$ cat config.mk
export PLATFORM = sky130hd
export DESIGN_NAME = radio_tx_arbiter_flat
export DESIGN_NICKNAME = d
export VERILOG_FILES = /design/src/rtl/radio_tx_arbiter_if.sv /design/src/rtl/radio_tx_arbiter.sv /design/src/flat_wrapper.sv
export SDC_FILE = /design/constraint.sdc
export NUM_CORES = 1
export LEC_CHECK = 0
export ABC_AREA = 1
export BUFFER_PORTS_ARGS = -buffer_cell sky130_fd_sc_hd__buf_4
export CAP_MARGIN = 20
export CORE_MARGIN = 2
export CORE_UTILIZATION = 57
export DETAILED_ROUTE_END_ITERATION = 6
export PLACE_DENSITY_LB_ADDON = 0.08
export SETUP_SLACK_MARGIN = 0.4
export SLEW_MARGIN = 20
export SYNTH_ARGS = -nofsm -noshare
export SYNTH_HDL_FRONTEND = slang
export SYNTH_SLANG_ARGS = --single-unit
$ cat constraint.sdc
create_clock -name clk -period 4.9 [get_ports clk]
set_input_delay 0.49 -clock clk [delete_from_list [all_inputs] [get_ports clk]]
set_output_delay 0.49 -clock clk [all_outputs]
set_load 0.05 [all_outputs]
$ cat src/rtl/radio_tx_arbiter_if.sv
// Signal bundle between the two packet generators, the radio TX byte loader and the arbiter.
// The slave modport is the arbiter's view; master is the surrounding environment.
interface radio_tx_arbiter_if;
    logic [1:0] req;
    logic [1:0] gnt;
    logic [1:0] rdy;
    logic       wr0;
    logic       wr1;
    logic [7:0] data0;
    logic [7:0] data1;
    logic [1:0] fire;
    logic       ld_ready;
    logic [7:0] ld_data;
    logic       ld_wr;
    logic       tx_fire;
    logic       tx_done;
    logic       tx_abort;
    logic       busy;
    logic [2:0] dbg_state;

    // Byte handshake: a requester may raise wrN only while rdy[N] is high, and drops it
    // after rdy[N] falls; each rising edge of the owner's wrN is exactly one byte.
    modport slave (
        input  req, wr0, wr1, data0, data1, fire, ld_ready, tx_done,
        output gnt, rdy, ld_data, ld_wr, tx_fire, tx_abort, busy, dbg_state
    );

    modport master (
        output req, wr0, wr1, data0, data1, fire, ld_ready, tx_done,
        input  gnt, rdy, ld_data, ld_wr, tx_fire, tx_abort, busy, dbg_state
    );
endinterface

$ cat src/rtl/radio_tx_arbiter.sv
// Round-robin arbiter sharing the radio TX byte loader between two packet generators,
// holding the grant for a whole packet until the radio reports done, with load/TX watchdogs.
module radio_tx_arbiter #(
    parameter int LOAD_TIMEOUT = 4096,
    parameter int TX_TIMEOUT   = 65535,
    parameter int MAX_BYTES    = 128
) (
    input  logic                 clk,
    input  logic                 reset,
    radio_tx_arbiter_if.slave    bus
);
    typedef enum logic [2:0] {
        S_IDLE      = 3'd0,
        S_GRANT     = 3'd1,
        S_LOAD      = 3'd2,
        S_WAIT_DONE = 3'd3,
        S_RELEASE   = 3'd4
    } state_t;

    localparam logic [16:0] LOAD_TO = 17'(LOAD_TIMEOUT);
    localparam logic [16:0] TX_TO   = 17'(TX_TIMEOUT);
    localparam logic [8:0]  MAX_B   = 9'(MAX_BYTES);

    state_t      r_state;
    logic        r_owner;
    logic        r_last_owner;
    logic [1:0]  r_gnt;
    logic [7:0]  r_byte_cnt;
    logic [15:0] r_wdog;
    logic        r_wr_prev;
    logic [7:0]  r_ld_data;
    logic        r_ld_wr;
    logic        r_tx_fire;
    logic        r_tx_abort;
    logic        r_busy;

    logic        w_own_wr;
    logic [7:0]  w_own_data;
    logic        w_own_fire;
    logic        w_own_req;
    logic        w_rise;
    logic        w_pick;
    logic [16:0] w_wdog_inc;
    logic [15:0] w_wdog_sat;
    logic        w_load_to;
    logic        w_tx_to;
    logic        w_cnt_over;

    assign w_own_wr   = r_owner ? bus.wr1 : bus.wr0;
    assign w_own_data = r_owner ? bus.data1 : bus.data0;
    assign w_own_fire = bus.fire[r_owner];
    assign w_own_req  = bus.req[r_owner];
    assign w_rise     = w_own_wr & ~r_wr_prev;
    // Contention goes to whoever did not own the loader last.
    assign w_pick     = (bus.req == 2'b11) ? ~r_last_owner : bus.req[1];
    assign w_wdog_inc = {1'b0, r_wdog} + 17'd1;
    assign w_wdog_sat = (r_wdog == 16'hFFFF) ? r_wdog : w_wdog_inc[15:0];
    assign w_load_to  = (w_wdog_inc == LOAD_TO);
    assign w_tx_to    = (w_wdog_inc == TX_TO);
    assign w_cnt_over = w_rise && (({1'b0, r_byte_cnt} + 9'd1) > MAX_B);

    assign bus.gnt       = r_gnt;
    assign bus.rdy       = r_gnt & {2{bus.ld_ready && (r_state == S_LOAD)}};
    assign bus.ld_data   = r_ld_data;
    assign bus.ld_wr     = r_ld_wr;
    assign bus.tx_fire   = r_tx_fire;
    assign bus.tx_abort  = r_tx_abort;
    assign bus.busy      = r_busy;
    assign bus.dbg_state = r_state;

    always_ff @(posedge clk) begin
        if (reset) begin
            r_state      <= S_IDLE;
            r_owner      <= 1'b0;
            r_last_owner <= 1'b1;
            r_gnt        <= 2'b00;
            r_byte_cnt   <= 8'd0;
            r_wdog       <= 16'd0;
            r_wr_prev    <= 1'b0;
            r_ld_data    <= 8'd0;
            r_ld_wr      <= 1'b0;
            r_tx_fire    <= 1'b0;
            r_tx_abort   <= 1'b0;
            r_busy       <= 1'b0;
        end else begin
            r_tx_fire  <= 1'b0;
            r_tx_abort <= 1'b0;
            case (r_state)
                S_IDLE: begin
                    r_ld_wr <= 1'b0;
                    if (|bus.req) begin
                        r_owner <= w_pick;
                        r_gnt   <= w_pick ? 2'b10 : 2'b01;
                        r_busy  <= 1'b1;
                        r_state <= S_GRANT;
                    end
                end
                S_GRANT: begin
                    r_byte_cnt <= 8'd0;
                    r_wdog     <= 16'd0;
                    r_wr_prev  <= 1'b0;
                    r_state    <= S_LOAD;
                end
                S_LOAD: begin
                    r_ld_data <= w_own_data;
                    r_ld_wr   <= w_own_wr;
                    r_wr_prev <= w_own_wr;
                    if (w_rise) begin
                        r_byte_cnt <= r_byte_cnt + 8'd1;
                        r_wdog     <= 16'd0;
                    end else begin
                        r_wdog <= w_wdog_sat;
                    end
                    // A fire that coincides with a stall expiry still wins: the packet is complete.
                    if (!w_own_req || w_cnt_over) begin
                        r_ld_wr    <= 1'b0;
                        r_tx_abort <= 1'b1;
                        r_state    <= S_RELEASE;
                    end else if (w_own_fire) begin
                        r_tx_fire <= 1'b1;
                        r_wdog    <= 16'd0;
                        r_state   <= S_WAIT_DONE;
                    end else if (!w_rise && w_load_to) begin
                        r_ld_wr    <= 1'b0;
                        r_tx_abort <= 1'b1;
                        r_state    <= S_RELEASE;
                    end
                end
                S_WAIT_DONE: begin
                    r_ld_wr <= 1'b0;
                    if (bus.tx_done) begin
                        r_state <= S_RELEASE;
                    end else if (w_tx_to) begin
                        r_tx_abort <= 1'b1;
                        r_state    <= S_RELEASE;
                    end else begin
                        r_wdog <= w_wdog_sat;
                    end
                end
                S_RELEASE: begin
                    r_ld_wr      <= 1'b0;
                    r_gnt        <= 2'b00;
                    r_last_owner <= r_owner;
                    r_busy       <= 1'b0;
                    r_state      <= S_IDLE;
                end
                default: begin
                    r_gnt   <= 2'b00;
                    r_busy  <= 1'b0;
                    r_state <= S_IDLE;
                end
            endcase
        end
    end
endmodule

$ cat src/flat_wrapper.sv
// flat-port wrapper written by rule: the top's interface ports become plain ports
module radio_tx_arbiter_flat 
#(
    parameter int LOAD_TIMEOUT = 4096,
    parameter int TX_TIMEOUT   = 65535,
    parameter int MAX_BYTES    = 128
)
  (clk, reset, bus_req, bus_wr0, bus_wr1, bus_data0, bus_data1, bus_fire, bus_ld_ready, bus_tx_done, bus_gnt, bus_rdy, bus_ld_data, bus_ld_wr, bus_tx_fire, bus_tx_abort, bus_busy, bus_dbg_state);
  radio_tx_arbiter_if bus_i ();
  input  logic clk;
  input  logic reset;
  input wire logic [$bits(bus_i.req)-1:0] bus_req;
  input wire logic [$bits(bus_i.wr0)-1:0] bus_wr0;
  input wire logic [$bits(bus_i.wr1)-1:0] bus_wr1;
  input wire logic [$bits(bus_i.data0)-1:0] bus_data0;
  input wire logic [$bits(bus_i.data1)-1:0] bus_data1;
  input wire logic [$bits(bus_i.fire)-1:0] bus_fire;
  input wire logic [$bits(bus_i.ld_ready)-1:0] bus_ld_ready;
  input wire logic [$bits(bus_i.tx_done)-1:0] bus_tx_done;
  output wire logic [$bits(bus_i.gnt)-1:0] bus_gnt;
  output wire logic [$bits(bus_i.rdy)-1:0] bus_rdy;
  output wire logic [$bits(bus_i.ld_data)-1:0] bus_ld_data;
  output wire logic [$bits(bus_i.ld_wr)-1:0] bus_ld_wr;
  output wire logic [$bits(bus_i.tx_fire)-1:0] bus_tx_fire;
  output wire logic [$bits(bus_i.tx_abort)-1:0] bus_tx_abort;
  output wire logic [$bits(bus_i.busy)-1:0] bus_busy;
  output wire logic [$bits(bus_i.dbg_state)-1:0] bus_dbg_state;
  assign bus_i.req = bus_req;
  assign bus_i.wr0 = bus_wr0;
  assign bus_i.wr1 = bus_wr1;
  assign bus_i.data0 = bus_data0;
  assign bus_i.data1 = bus_data1;
  assign bus_i.fire = bus_fire;
  assign bus_i.ld_ready = bus_ld_ready;
  assign bus_i.tx_done = bus_tx_done;
  assign bus_gnt = bus_i.gnt;
  assign bus_rdy = bus_i.rdy;
  assign bus_ld_data = bus_i.ld_data;
  assign bus_ld_wr = bus_i.ld_wr;
  assign bus_tx_fire = bus_i.tx_fire;
  assign bus_tx_abort = bus_i.tx_abort;
  assign bus_busy = bus_i.busy;
  assign bus_dbg_state = bus_i.dbg_state;
  radio_tx_arbiter #(.LOAD_TIMEOUT(LOAD_TIMEOUT), .TX_TIMEOUT(TX_TIMEOUT), .MAX_BYTES(MAX_BYTES)) u_core (.clk(clk), .reset(reset), .bus(bus_i));
endmodule
Word-level counts from Yosys, hierarchy flattened
Index checks and enable logic that the tools add are counted.

storage, ports and cells
  bits in registers = 44
  input bits = 26
  output and inout port bits = 19
  word-level logic and storage cells = 96

operators by class
  $add $sub $neg = 3
  magnitude comparators = 2
  equality and inequality tests = 14
  multiplexer cells = 40
  bitwise logic cells = 6
  reductions and logical operators = 19

operators by type and width
  operator                 number
  $mux W16                 6
  $pmux W16 S3             1
  $mux W3                  6
  $add A16 B1 Y17 const B  1
  $eq A17 B13 Y1 const B   1
  $eq A17 B16 Y1 const B   1
  $eq A16 B16 Y1 const B   1
  $mux W1                  16
  $mux W8                  2
  $pmux W8 S2              1
  $pmux W3 S4              1
  $add A8 B1 Y9 const B    1
  $gt A9 B8 Y1 const B     1
  $reduce_or A3 Y1         3
  $add A8 B1 Y8 const B    1
  $pmux W1 S2              4
  $eq A3 B2 Y1 const B     2
  $reduce_and A2 Y1        3
  $reduce_and A3 Y1        2
  $mux W2                  2
  $ne A2 B1 Y1 const B     2
  $ne A2 B2 Y1 const B     2
  $ne A4 B3 Y1 const B     1
  $not A1 Y1               4
  other kinds (15)         19

Logic depth before layout (Yosys ltp)
  depth in word-level cells = 8
  gate-level depth with buffers = 15
  gate-level depth less buffers = 15

Worst setup path after synthesis
No wires, ideal clock.

  path kind = flip-flop to output port
  start point = reg u_core.r_state[1] (netlist: u_core.bus.dbg_state[1])
  end point = out bus_rdy[0]
  arrival time = 2.039 ns
  slack = 2.371 ns
  cell stages (with the launch flop) = 7
  buffers on the path = 1
  path through = dfxtp_1 > inv_1 > nor2_1 > inv_1 > nor2_2 > clkbuf_1 > and3_1

on the way
  longest elaborated chain between the ends = 3

ends and longest elaborated chain
  what                      line                     RTL
  start: declaration        radio_tx_arbiter.sv:24   state_t r_state;
  start signal: assignment  radio_tx_arbiter.sv:73   r_state <= S_IDLE;
  start signal: assignment  radio_tx_arbiter.sv:95   r_state <= S_GRANT;
  start signal: assignment  radio_tx_arbiter.sv:102  r_state <= S_LOAD;
  $eq A3 B2 Y1              radio_tx_arbiter.sv:63   assign bus.rdy = r_gnt & {2{bus.ld_ready && (r_state == S_LOAD)}};
  $logic_and A1 B1 Y1       radio_tx_arbiter.sv:63
  $and A2 B2 Y2             radio_tx_arbiter.sv:63
  end: declaration          flat_wrapper.sv:21       output wire logic [$bits(bus_i.rdy)-1:0] bus_rdy;

No other way between the ends.

Worst setup path in the final report
  start point = reg u_core.r_owner
  end point = reg u_core.r_state[0] (netlist: u_core.bus.dbg_state[0])

on the way
  longest elaborated chain between the ends = 6

ends and longest elaborated chain
  what                                                               line                                              RTL
  start: declaration                                                 radio_tx_arbiter.sv:25                            logic r_owner;
  start signal: assignment                                           radio_tx_arbiter.sv:92                            r_owner <= w_pick;
  $mux W1, on equally long branches                                  radio_tx_arbiter.sv:49, radio_tx_arbiter.sv:52
  $and A1 B1 Y1 / $mux W1 (equally long branches)                    radio_tx_arbiter.sv:53, radio_tx_arbiter.sv:52
  $logic_not A1 Y1 (tied with other cells)                           radio_tx_arbiter.sv:123                           end else if (!w_rise && w_load_to) begin
  $logic_and A1 B1 Y1 / $logic_or A1 B1 Y1 (equally long branches)   radio_tx_arbiter.sv:123, radio_tx_arbiter.sv:115
  $ne A4 B3 Y1 (no line) / $mux W3 (equally long branches)           n/a
  $reduce_and A3 Y1 (no line) / $pmux W3 S4 (equally long branches)  n/a
  end signal: assignment                                             radio_tx_arbiter.sv:122                           r_state <= S_WAIT_DONE;
  end signal: assignment                                             radio_tx_arbiter.sv:126                           r_state <= S_RELEASE;
  end signal: assignment                                             radio_tx_arbiter.sv:132                           r_state <= S_RELEASE;

Several ways; a longest one is shown, not always the timed one. The select of a mux whose other input is x is not followed.
A chain may end at the register's enable or synchronous reset.

==> results.txt <==
TritonCTS clock tree: done
Slew Viols, Final: 0
DR iter-0 viols: 383
PD cells: 322.2 nW/um^2
clk_skew: 14.68 ps
share of post-route cells with drive strength above 1: 15.74%
largest net degree at the start of global routing: 37
Starting Density: 59.95%
status: finished clean
Layout area overhead: 12.62%
met2 Usage GRT: 48.76%
synth top area cells: dfxtp_1, nand2_1, nand3_1
Post-synth ARST share: 0%
Die X: 80.80 um
register area share after synthesis: 26.20%
Primary FF master, synth: dfxtp_1
DR vias: 3644
unique cell type count in the Yosys netlist: 40
Num CTS Buffers: 5
RSZ-0062 raised after global routing: false
Fillers: 535
post-CTS setup buffers: 0
Worst Path Required: 5130 ps
I/O pin count: 45
Setup TNS: 0 ps
die area: 6529 um^2
CTS resizes: 0
internal reg-to-reg setup slack: 1600 ps
reg2reg start: u_core.r_owner
RePlAce Congestion: 0.8516
GR Util met3: 4.222%
Inserted Diodes: 0
maximum vdd ir drop: 0.3125 mV
r2r worst-path depth: 10
Fin. Hold Viols: 0
TritonCTS Sinks: 44
CTS max path bufs: 2
leakage: 0.001748 uW
Rows: 27
total core area: 5608 um^2
initial antenna violation count: 0
Nets: 621
reg2reg end: u_core.bus.dbg_state[0]
DP HPWL: 6402 um
max-cap violations: 0
Worst setup endpoint: u_core.bus.dbg_state[0]
#FFs+latches synth: 44
synthesized instance count: 557
final count of negative-setup-slack endpoints: 0
number of global-route vias before repair: 3241
Mapped Avg Cell Area: 6.036 um^2
Final Critical Period: 3299 ps
Clock Tree Root: clkbuf_8
Worst-Skew Late Latency: 310 ps
gr usage total: 28.32%
Syn Nets: 588
post-route ant nets: 0
WP data arrival: 3530 ps
CP endpoint kind: flop
fin crit share: 67.32%
Die H: 80.80 um
Yosys warnings: 0
Syn Std Cell Area: 3362 um^2
GRT overflow: 0
WS Path Type: reg -> reg
Post-synth top cells: nand2_1, nand3_1, inv_1
post-route cell area: 3786 um^2
Slew @ Worst Pin: 1102 ps
H-tree depth: 2
GRT met1 Usage: 36.54%
Critical Path Start: u_core.r_owner
Residual DRC: 0
crit-path max FO: 33
input/output buffers: 44
Synth area leader: dfxtp_1
Synth top area share: 26.20%
first-pass GRT wire length: 14660 um
Reg clk slew, reported paths: 90 ps
Fmax: 0.3031 GHz
Routed WL: 8672 um
Post-synth EDFFs: 0
Hold Path Class: in -> reg
GRT Max-Usage Layer: met2
drt pass-1 iters: 5
DR vias/cell: 5.496
WL per Instance: 13.08 um
cts hold-fix bufs: 0
Slew HR: 26.06%
Startpoint Class: flop
count leader, synth: nand2_1
WHS: 457.8 ps
Placed Instance Area: 3696 um^2
## layout by cell type, fill, tap and decap left out, drive strengths merged
cell type	netlist	layout
inv	58	58
xnor2	2	2
a22oi	2	2
nand4	15	15
buf	8	46
a2bb2oi	1	1
clkinv	1	1
o21ai	20	20
nor3	1	1
mux2i	8	8
nor2	57	57
and3	2	2
a211oi	1	1
a21boi	1	1
nand2	188	188
nand3b	2	2
o21bai	1	1
nand3	89	89
a21oi	38	38
a31oi	1	1
clkbuf	12	8
ha	5	5
dfxtp	44	44
## per-stage QoR
stage | utilization, % | power [uW] | setup WS, ps | instances
3_5_place_dp | 65.91 | 982.7 | 1673 | 655
6_report | 67.51 | 1220 | 1601 | 663
3_3_place_gp | 65.77 | 974.4 | 1860 | 654
2_1_floorplan | - | 861.2 | 2371 | 557
4_1_cts | 67.51 | 1218 | 1648 | 663
5_1_grt | 67.51 | 1297 | 1148 | 663
## critical path, stage by stage, from the launching register on
cell	delay, ps
dfxtp_1	780
nor2_1	100
a21oi_1	170
nand2_1	610
inv_1	290
nand3_2	350
nand2_2	400
inv_1	130
nand3_1	160
nand3_1	100
a21oi_1	130
## kinds of logic after synthesis
| family | count (synthesis) | share of synthesized area [%] |
|---|---|---|
| compound gates | 65 | 11.09 |
| xor+xnor | 2 | 0.5211 |
| fa+ha+maj | 5 | 1.861 |
| buf+inv | 79 | 9.713 |
| flops | 44 | 26.20 |
| mux | 8 | 2.382 |
| simple gates | 354 | 48.23 |
## power breakdown
group | switching (uW) | total [uW] | internal, uW
sequential | 43.7 | 443 | 400
combinational | 386 | 538 | 151
clock | 123 | 239 | 115
## layer usage
layer,share of wire [%],up-vias
met1,43,1636
met2,48,111
met4,2.1,0
met5,0,-
met3,6.1,20
li1,-,1877
## worst min-delay path by stage
stage               slack (ps)           startpoint  cells after the start             endpoint
global route               470          bus_tx_done                      4  u_core.bus.tx_abort
finish                     460          bus_tx_done                      4  u_core.bus.tx_abort
detailed placement         460      u_core.bus.busy                      2      u_core.bus.busy
floorplan                  450  u_core.r_last_owner                      2  u_core.r_last_owner
global placement           460      u_core.bus.busy                      2      u_core.bus.busy
CTS                        460          bus_tx_done                      4  u_core.bus.tx_abort
## sequential cells by signal, indices dropped and copies added, names as in the netlist, 2 cells and up
register and flops:
u_core.r_wdog 16, u_core.r_byte_cnt 8, u_core.bus.gnt 2, u_core.bus.dbg_state 3, u_core.bus.ld_data 8
## area by class of cell
class | instances | area (um^2) | share of cell area, %
clock buffer | 8 | 90.09 | 2.379
inverter | 59 | 225.2 | 5.948
multi-input combinational | 434 | 2155 | 56.91
sequential | 44 | 880.8 | 23.27
tap | 72 | 90.09 | 2.379
timing repair buffer | 46 | 345.3 | 9.121
(Power assumes the default switching activity.)
